File: config.mk
export PLATFORM = sky130hd
export DESIGN_NAME = subparser_dispatcher
export DESIGN_NICKNAME = d
export VERILOG_FILES = /design/src/rtl/subparser_dispatcher.sv
export SDC_FILE = /design/constraint.sdc
export NUM_CORES = 1
export LEC_CHECK = 0
export BUFFER_PORTS_ARGS = -buffer_cell sky130_fd_sc_hd__buf_2
export CORE_AREA = 2 2 156 158
export CTS_BUF_LIST = sky130_fd_sc_hd__clkbuf_16
export DETAILED_ROUTE_END_ITERATION = 16
export DIE_AREA = 0 0 158 160
export REMOVE_ABC_BUFFERS = 1
export SYNTH_ARGS = -nofsm -noshare
export SYNTH_HDL_FRONTEND = slang
export SYNTH_SLANG_ARGS = --single-unit
File: constraint.sdc
create_clock -name clk -period 2.4 [get_ports clk]
set_input_delay 0.12 -clock clk [delete_from_list [all_inputs] [get_ports clk]]
set_output_delay 0.12 -clock clk [all_outputs]
set_load 0.02 [all_outputs]
File: src/rtl/subparser_dispatcher.sv
// Subparser dispatcher: triggers one subparser per command, serves its FIFO reads, returns its Op_st.
// Latency cmd->trigger 1, done->op_valid 1, read->rd_done 2 cycles; cmd_ready stays low until the op is taken and the subparser is idle again.

package subparser_pkg;
    localparam int OP_CMD_BITS = 4;

    localparam logic [OP_CMD_BITS-1:0] CMD_G0  = 4'd0;
    localparam logic [OP_CMD_BITS-1:0] CMD_G1  = 4'd1;
    localparam logic [OP_CMD_BITS-1:0] CMD_G90 = 4'd2;
    localparam logic [OP_CMD_BITS-1:0] CMD_G91 = 4'd3;

    typedef struct packed {
        logic [OP_CMD_BITS-1:0] cmd;
        logic signed [15:0]     x;
        logic signed [15:0]     y;
        logic signed [15:0]     z;
        logic [15:0]            feed;
    } Op_st;
endpackage

module subparser_dispatcher
    import subparser_pkg::*;
#(
    parameter  int NUM_SUBPARSERS = 4,
    parameter  int TIMEOUT_CYCLES = 1024,
    localparam int SEL_BITS       = (NUM_SUBPARSERS > 1) ? $clog2(NUM_SUBPARSERS) : 1
) (
    input  logic                         clk,
    input  logic                         reset,
    input  logic                         clk_en,

    input  logic                         cmd_valid,
    output logic                         cmd_ready,
    input  logic [OP_CMD_BITS-1:0]       cmd,
    input  logic [SEL_BITS-1:0]          sub_sel,

    output logic [OP_CMD_BITS-1:0]       sub_cmd,
    output logic [NUM_SUBPARSERS-1:0]    sub_trigger,
    input  logic [NUM_SUBPARSERS-1:0]    sub_rdy,
    input  logic [NUM_SUBPARSERS-1:0]    sub_done,
    input  Op_st [NUM_SUBPARSERS-1:0]    sub_op,
    input  logic [NUM_SUBPARSERS-1:0]    sub_rd_trigger,

    output logic                         rd_rdy,
    output logic                         rd_done,
    output logic                         is_empty,
    output logic [7:0]                   rd_char,

    output logic                         fifo_rd_en,
    input  logic [7:0]                   fifo_data,
    input  logic                         fifo_empty,

    output logic                         op_valid,
    input  logic                         op_ready,
    output Op_st                         op,
    output logic                         err
);

    localparam int TMO_BITS = $clog2(TIMEOUT_CYCLES + 1);

    typedef enum logic [2:0] {
        S_IDLE,
        S_TRIGGER,
        S_BUSY,
        S_OUTPUT,
        S_WAIT_RDY,
        S_ERROR
    } state_t;

    state_t                  state;
    logic [SEL_BITS-1:0]     sel_q;
    logic                    cmd_held;
    logic [TMO_BITS-1:0]     tmo_cnt;
    logic                    rd_pend;

    logic                    sel_in_range;
    logic                    sel_rdy;
    logic                    sel_done;
    logic                    sel_rd;
    logic                    rd_accept;
    logic                    tmo_hit;
    logic [NUM_SUBPARSERS-1:0] new_mask;
    logic [NUM_SUBPARSERS-1:0] sel_mask;

    assign sel_in_range = ({{(32-SEL_BITS){1'b0}}, sub_sel} < 32'(NUM_SUBPARSERS));
    assign new_mask     = NUM_SUBPARSERS'(1) << sub_sel;
    assign sel_mask     = NUM_SUBPARSERS'(1) << sel_q;

    assign sel_rdy      = sub_rdy[sel_q];
    assign sel_done     = sub_done[sel_q];
    assign sel_rd       = sub_rd_trigger[sel_q];

    // New reads are taken only while the selected subparser is running.
    assign rd_accept    = (state == S_BUSY) && sel_rd && rd_rdy;
    assign tmo_hit      = (tmo_cnt == TMO_BITS'(TIMEOUT_CYCLES - 1));

    always_ff @(posedge clk or negedge reset) begin
        if (!reset) begin
            state       <= S_IDLE;
            sel_q       <= '0;
            cmd_held    <= 1'b0;
            tmo_cnt     <= '0;
            rd_pend     <= 1'b0;
            cmd_ready   <= 1'b1;
            sub_cmd     <= '0;
            sub_trigger <= '0;
            rd_rdy      <= 1'b1;
            rd_done     <= 1'b0;
            is_empty    <= 1'b0;
            rd_char     <= '0;
            fifo_rd_en  <= 1'b0;
            op_valid    <= 1'b0;
            op          <= '0;
            err         <= 1'b0;
        end else if (clk_en) begin
            // Two-stage read: pop (or detect empty), then report with rd_done.
            rd_done    <= 1'b0;
            fifo_rd_en <= 1'b0;
            rd_pend    <= 1'b0;
            if (rd_accept) begin
                rd_rdy     <= 1'b0;
                rd_pend    <= 1'b1;
                fifo_rd_en <= !fifo_empty;
            end
            if (rd_pend) begin
                rd_done  <= 1'b1;
                rd_rdy   <= 1'b1;
                is_empty <= !fifo_rd_en;
                if (fifo_rd_en) begin
                    rd_char <= fifo_data;
                end
            end

            case (state)
                S_IDLE: begin
                    if (cmd_held) begin
                        if (sel_rdy) begin
                            cmd_held    <= 1'b0;
                            sub_trigger <= sel_mask;
                            state       <= S_TRIGGER;
                        end
                    end else if (cmd_valid && cmd_ready) begin
                        sub_cmd   <= cmd;
                        sel_q     <= sub_sel;
                        err       <= 1'b0;
                        cmd_ready <= 1'b0;
                        if (!sel_in_range) begin
                            err   <= 1'b1;
                            state <= S_ERROR;
                        end else if (!sub_rdy[sub_sel]) begin
                            cmd_held <= 1'b1;
                        end else begin
                            sub_trigger <= new_mask;
                            state       <= S_TRIGGER;
                        end
                    end
                end

                S_TRIGGER: begin
                    if (!sel_rdy) begin
                        sub_trigger <= '0;
                        tmo_cnt     <= '0;
                        state       <= S_BUSY;
                    end
                end

                S_BUSY: begin
                    if (tmo_cnt != TMO_BITS'(TIMEOUT_CYCLES)) begin
                        tmo_cnt <= tmo_cnt + 1'b1;
                    end
                    if (sel_done) begin
                        op       <= sub_op[sel_q];
                        op_valid <= rd_rdy && !rd_accept;
                        state    <= S_OUTPUT;
                    end else if (tmo_hit) begin
                        err   <= 1'b1;
                        state <= S_ERROR;
                    end
                end

                // op_valid is withheld until any in-flight read has completed.
                S_OUTPUT: begin
                    if (!op_valid) begin
                        if (rd_rdy) begin
                            op_valid <= 1'b1;
                        end
                    end else if (op_ready) begin
                        op_valid <= 1'b0;
                        state    <= S_WAIT_RDY;
                    end
                end

                S_WAIT_RDY: begin
                    if (sel_rdy) begin
                        cmd_ready <= 1'b1;
                        state     <= S_IDLE;
                    end
                end

                S_ERROR: begin
                    sub_trigger <= '0;
                    cmd_ready   <= 1'b1;
                    state       <= S_IDLE;
                end

                default: begin
                    sub_trigger <= '0;
                    cmd_ready   <= 1'b1;
                    state       <= S_IDLE;
                end
            endcase
        end
    end

endmodule

==> flow_metrics.env <==
export IMPL_finalNetCount=1136
export IMPL_power_density_nw_per_um2=1080
export IMPL_design_core_area_um2=23800
export IMPL_r2r_cells=4
export IMPL_required_ns=2.63
export IMPL_yosys_top_cells_count="107 x sky130_fd_sc_hd__dfrtp_1, 72 x sky130_fd_sc_hd__mux4_2, 54 x sky130_fd_sc_hd__mux2_2, 35 x sky130_fd_sc_hd__mux2_1, 22 x sky130_fd_sc_hd__nand2_1"
export IMPL_final_max_slew_violation_count=0
export IMPL_min_from="cmd[1]"
export IMPL_cell_taking_the_most_area_after_synthesis="sky130_fd_sc_hd__dfrtp_1"
export IMPL_cts_path_max_buffers=2
export IMPL_rows=57
export IMPL_placed_cells_incl_taps=1131
export IMPL_finalCritPeriodShare=0.907
export IMPL_grt_setup_unrepaired="false"
export IMPL_boundaryPins=395
export IMPL_fin_cells=1162
export IMPL_grt_pass1_wl_um=33100
export IMPL_wl_per_cell_um=19.3
export IMPL_cts_sink_count=109
export IMPL_hpwlAfterDp_um=18200
export IMPL_setup_worst_path_start_class="flip-flop"
export IMPL_die_area_um2=25300
export IMPL_critical_path_arrival_ns=2.41
export IMPL_post_route_cells_drive_above_1_share=0.674
export IMPL_timing_slew_headroom=0.607
export IMPL_syn_cell_area_um2=6340
export IMPL_avg_cell_area_syn_um2=14.6
export IMPL_area_growth_synth_to_final_pct=43.3
export IMPL_layout_setup_ws_ns=0.224
export IMPL_first_pass_iters=5
export IMPL_ctsHtreeMaxLevel=3
export IMPL_cts_root_buf="sky130_fd_sc_hd__clkbuf_16"
export IMPL_total_switching_power_uw=3930
export IMPL_worst_path_max_fanout=37
export IMPL_initial_utilization=0.266
export IMPL_route_vias_total=5542
export IMPL_tritoncts="yes"
export IMPL_cts_resized_gates=0
export IMPL_p_comb_frac=0.534
export IMPL_final_worst_path_period_need_ns=2.18
export IMPL_end_point_of_the_worst_hold_path="sub_cmd[1]$_DFFE_PN0P_"
export IMPL_place_worst_setup_slack_ns=0.233
export IMPL_status="finished clean"
export IMPL_skew_ns=0.0124
export IMPL_yosysWarnings=0
export IMPL_p_leak_uw=0.00434
export IMPL_synth_flop_cell="sky130_fd_sc_hd__dfrtp_1"
export IMPL_clock_latency_on_the_worst_skew_pair_ns=0.35
export IMPL_finalHoldViolations=0
export IMPL_cap_viol_max_count=0
export IMPL_viasPerCell=4.77
export IMPL_antenna_found_initial=7
export IMPL_cts_inserted_buffers=9
export IMPL_internal_power_uw=5840
export IMPL_power_frac_clock=0.150
export IMPL_synthCells=434
export IMPL_cts_hold_buf=12
export IMPL_route_final_wire_length_um=22400
export IMPL_setup_worst_path_class="flip-flop to flip-flop"
export IMPL_hold_class="input port to flip-flop"
export IMPL_r2r_end="op[66]$_DFFE_PN0P_"
export IMPL_clk_pin_slew_worst_paths_ns=0.08
export IMPL_critical_path_endpoint_type="flip-flop"
export IMPL_share_seq_of_total_power=0.317
export IMPL_die_width_um=158
export IMPL_global_route_usage_total=0.176
export IMPL_first_global_vias=5796
export IMPL_setup_viol_count_final=0
export IMPL_finalWeightedCongestion=0.864
export IMPL_whs_path_depth=2
export IMPL_chipHeight_um=160
export IMPL_setup_reg_to_reg_worst_slack_ns=0.22
export IMPL_maxClockFrequency_mhz=460
export IMPL_worst_slew_pin_slew_ns=0.589
export IMPL_synth_edff_count=0
export IMPL_netlist_area_leader_share=0.423
export IMPL_post_route_drc_count=0
export IMPL_io_buffers=394
export IMPL_netlist_cell_types=49
export IMPL_antenna_violating_nets_remaining=0
export IMPL_fraction_of_power_spent_switching_nets=0.403
export IMPL_drt_iter0_markers=245
export IMPL_yosys_reg_bits=109
export IMPL_post_cts_buffers=0
export IMPL_ys_top_cells_by_area="sky130_fd_sc_hd__dfrtp_1 42%, sky130_fd_sc_hd__mux4_2 26%, sky130_fd_sc_hd__mux2_2 9.6%"
export IMPL_async_flop_share=1.00
export IMPL_synth_yosys_seq_area_share=0.431
export IMPL_worst_ir_drop_vdd_mv=0.514
export IMPL_rr_startpoint="sel_q[0]$_DFFE_PN0P_"
export IMPL_gr_total_overflow=0
export IMPL_post_synth_top_count_cell="sky130_fd_sc_hd__dfrtp_1"
export IMPL_grt_max_degree=55
## worst max-delay path by stage
stage / end / cells past startpoint / start / slack, ns
final: op[66]$_DFFE_PN0P_ / 4 / sel_q[0]$_DFFE_PN0P_ / 0.22
after global routing: op[53]$_DFFE_PN0P_ / 5 / state[2]$_DFFE_PN0P_ / 0.12
after CTS: op[66]$_DFFE_PN0P_ / 4 / sel_q[0]$_DFFE_PN0P_ / 0.21
after detailed placement: op[29]$_DFFE_PN0P_ / 4 / sel_q[0]$_DFFE_PN0P_ / 0.23
after global placement: op[21]$_DFFE_PN0P_ / 4 / sel_q[0]$_DFFE_PN0P_ / 0.27
after floorplan: op[15]$_DFFE_PN0P_ / 3 / sel_q[0]$_DFFE_PN0P_ / -2.82
## metal layers
layer | global-route usage | routed length [µm] | up-vias
met5 | 0 | 34 | -
met4 | 0.0528 | 472 | 6
met3 | 0.0657 | 1900 | 36
met2 | 0.298 | 11200 | 253
met1 | 0.207 | 8800 | 2757
li1 | - | - | 2490
## registers in the layout, indices dropped and copies added (netlist names)
signal and cells:
sub_trigger 4, state 3, fifo_rd_en 1, op 68
tmo_cnt 11, sel_q 2, err 1, cmd_ready 1
rd_char 8, rd_pend 1, rd_rdy 1, sub_cmd 4
op_valid 1, is_empty 1, cmd_held 1, rd_done 1
## placed cells by master, fill, tap and decap left out, types with 3 or more instances in the layout
| cell type | n |
|---|---|
| sky130_fd_sc_hd__or4_1 | 3 |
| sky130_fd_sc_hd__nand3_1 | 12 |
| sky130_fd_sc_hd__mux2i_1 | 4 |
| sky130_fd_sc_hd__buf_2 | 393 |
| sky130_fd_sc_hd__nor2b_1 | 4 |
| sky130_fd_sc_hd__mux2_2 | 54 |
| sky130_fd_sc_hd__nor3b_1 | 4 |
| sky130_fd_sc_hd__dfrtp_1 | 105 |
| sky130_fd_sc_hd__nand2_1 | 22 |
| sky130_fd_sc_hd__buf_4 | 10 |
| sky130_fd_sc_hd__clkbuf_16 | 9 |
| sky130_fd_sc_hd__nor4_1 | 3 |
| sky130_fd_sc_hd__nor2_1 | 13 |
| sky130_fd_sc_hd__mux4_2 | 72 |
| sky130_fd_sc_hd__o41ai_1 | 3 |
| sky130_fd_sc_hd__dlygate4sd3_1 | 12 |
| sky130_fd_sc_hd__mux2_1 | 35 |
| sky130_fd_sc_hd__o21ai_0 | 17 |
| sky130_fd_sc_hd__clkinv_4 | 3 |
| sky130_fd_sc_hd__a21oi_1 | 4 |
| sky130_fd_sc_hd__inv_1 | 9 |
| sky130_fd_sc_hd__diode_2 | 3 |
## power by group through the flow
| stage | logic (µW) | clock network [µW] | registers [µW] |
|---|---|---|---|
| after floorplan | 2440 | 0 | 4240 |
| after global placement | 5230 | 0 | 3100 |
| after detailed placement | 5290 | 0 | 3120 |
| after CTS | 5300 | 1530 | 3100 |
| after global routing | 5610 | 1590 | 3200 |
| final | 5210 | 1460 | 3090 |
## metrics by stage
step,util,hold slack (ns),cell area [µm²],power [µW],TNS (ns)
final,0.381,0.0194,9080,9770,0
after global routing,0.381,0.0173,9080,10400,0
after CTS,0.381,0.00250,9070,9930,0
after detailed placement,0.364,0.158,8670,8410,0
after global placement,0.364,0.152,8670,8330,0
after floorplan,-,-0.176,6160,6670,-236.12
## area by class of cell
type                    count  area (µm²)
flip-flops and latches    109        2740
clock inverters             7        62.6
inverters                   8        30.0
fillers                  2400       14700
well taps                 324         405
multi-input cells         285        3410
diodes                      3        7.51
clock buffers               9         225
repair buffers            417        2200
## logic make-up after synthesis
family,synth area share
fa+ha+maj,0.00395
flops,0.431
compound gates,0.0399
buf+inv,0.0320
mux,0.420
simple gates,0.0731
## critical path: stages (launching register included)
cell and delay, ns:
sky130_fd_sc_hd__dfrtp_4 0.46, sky130_fd_sc_hd__mux4_2 0.59, sky130_fd_sc_hd__nand3_4 0.12, sky130_fd_sc_hd__buf_4 0.43, sky130_fd_sc_hd__mux2_2 0.40
(Power assumes the default switching activity.)
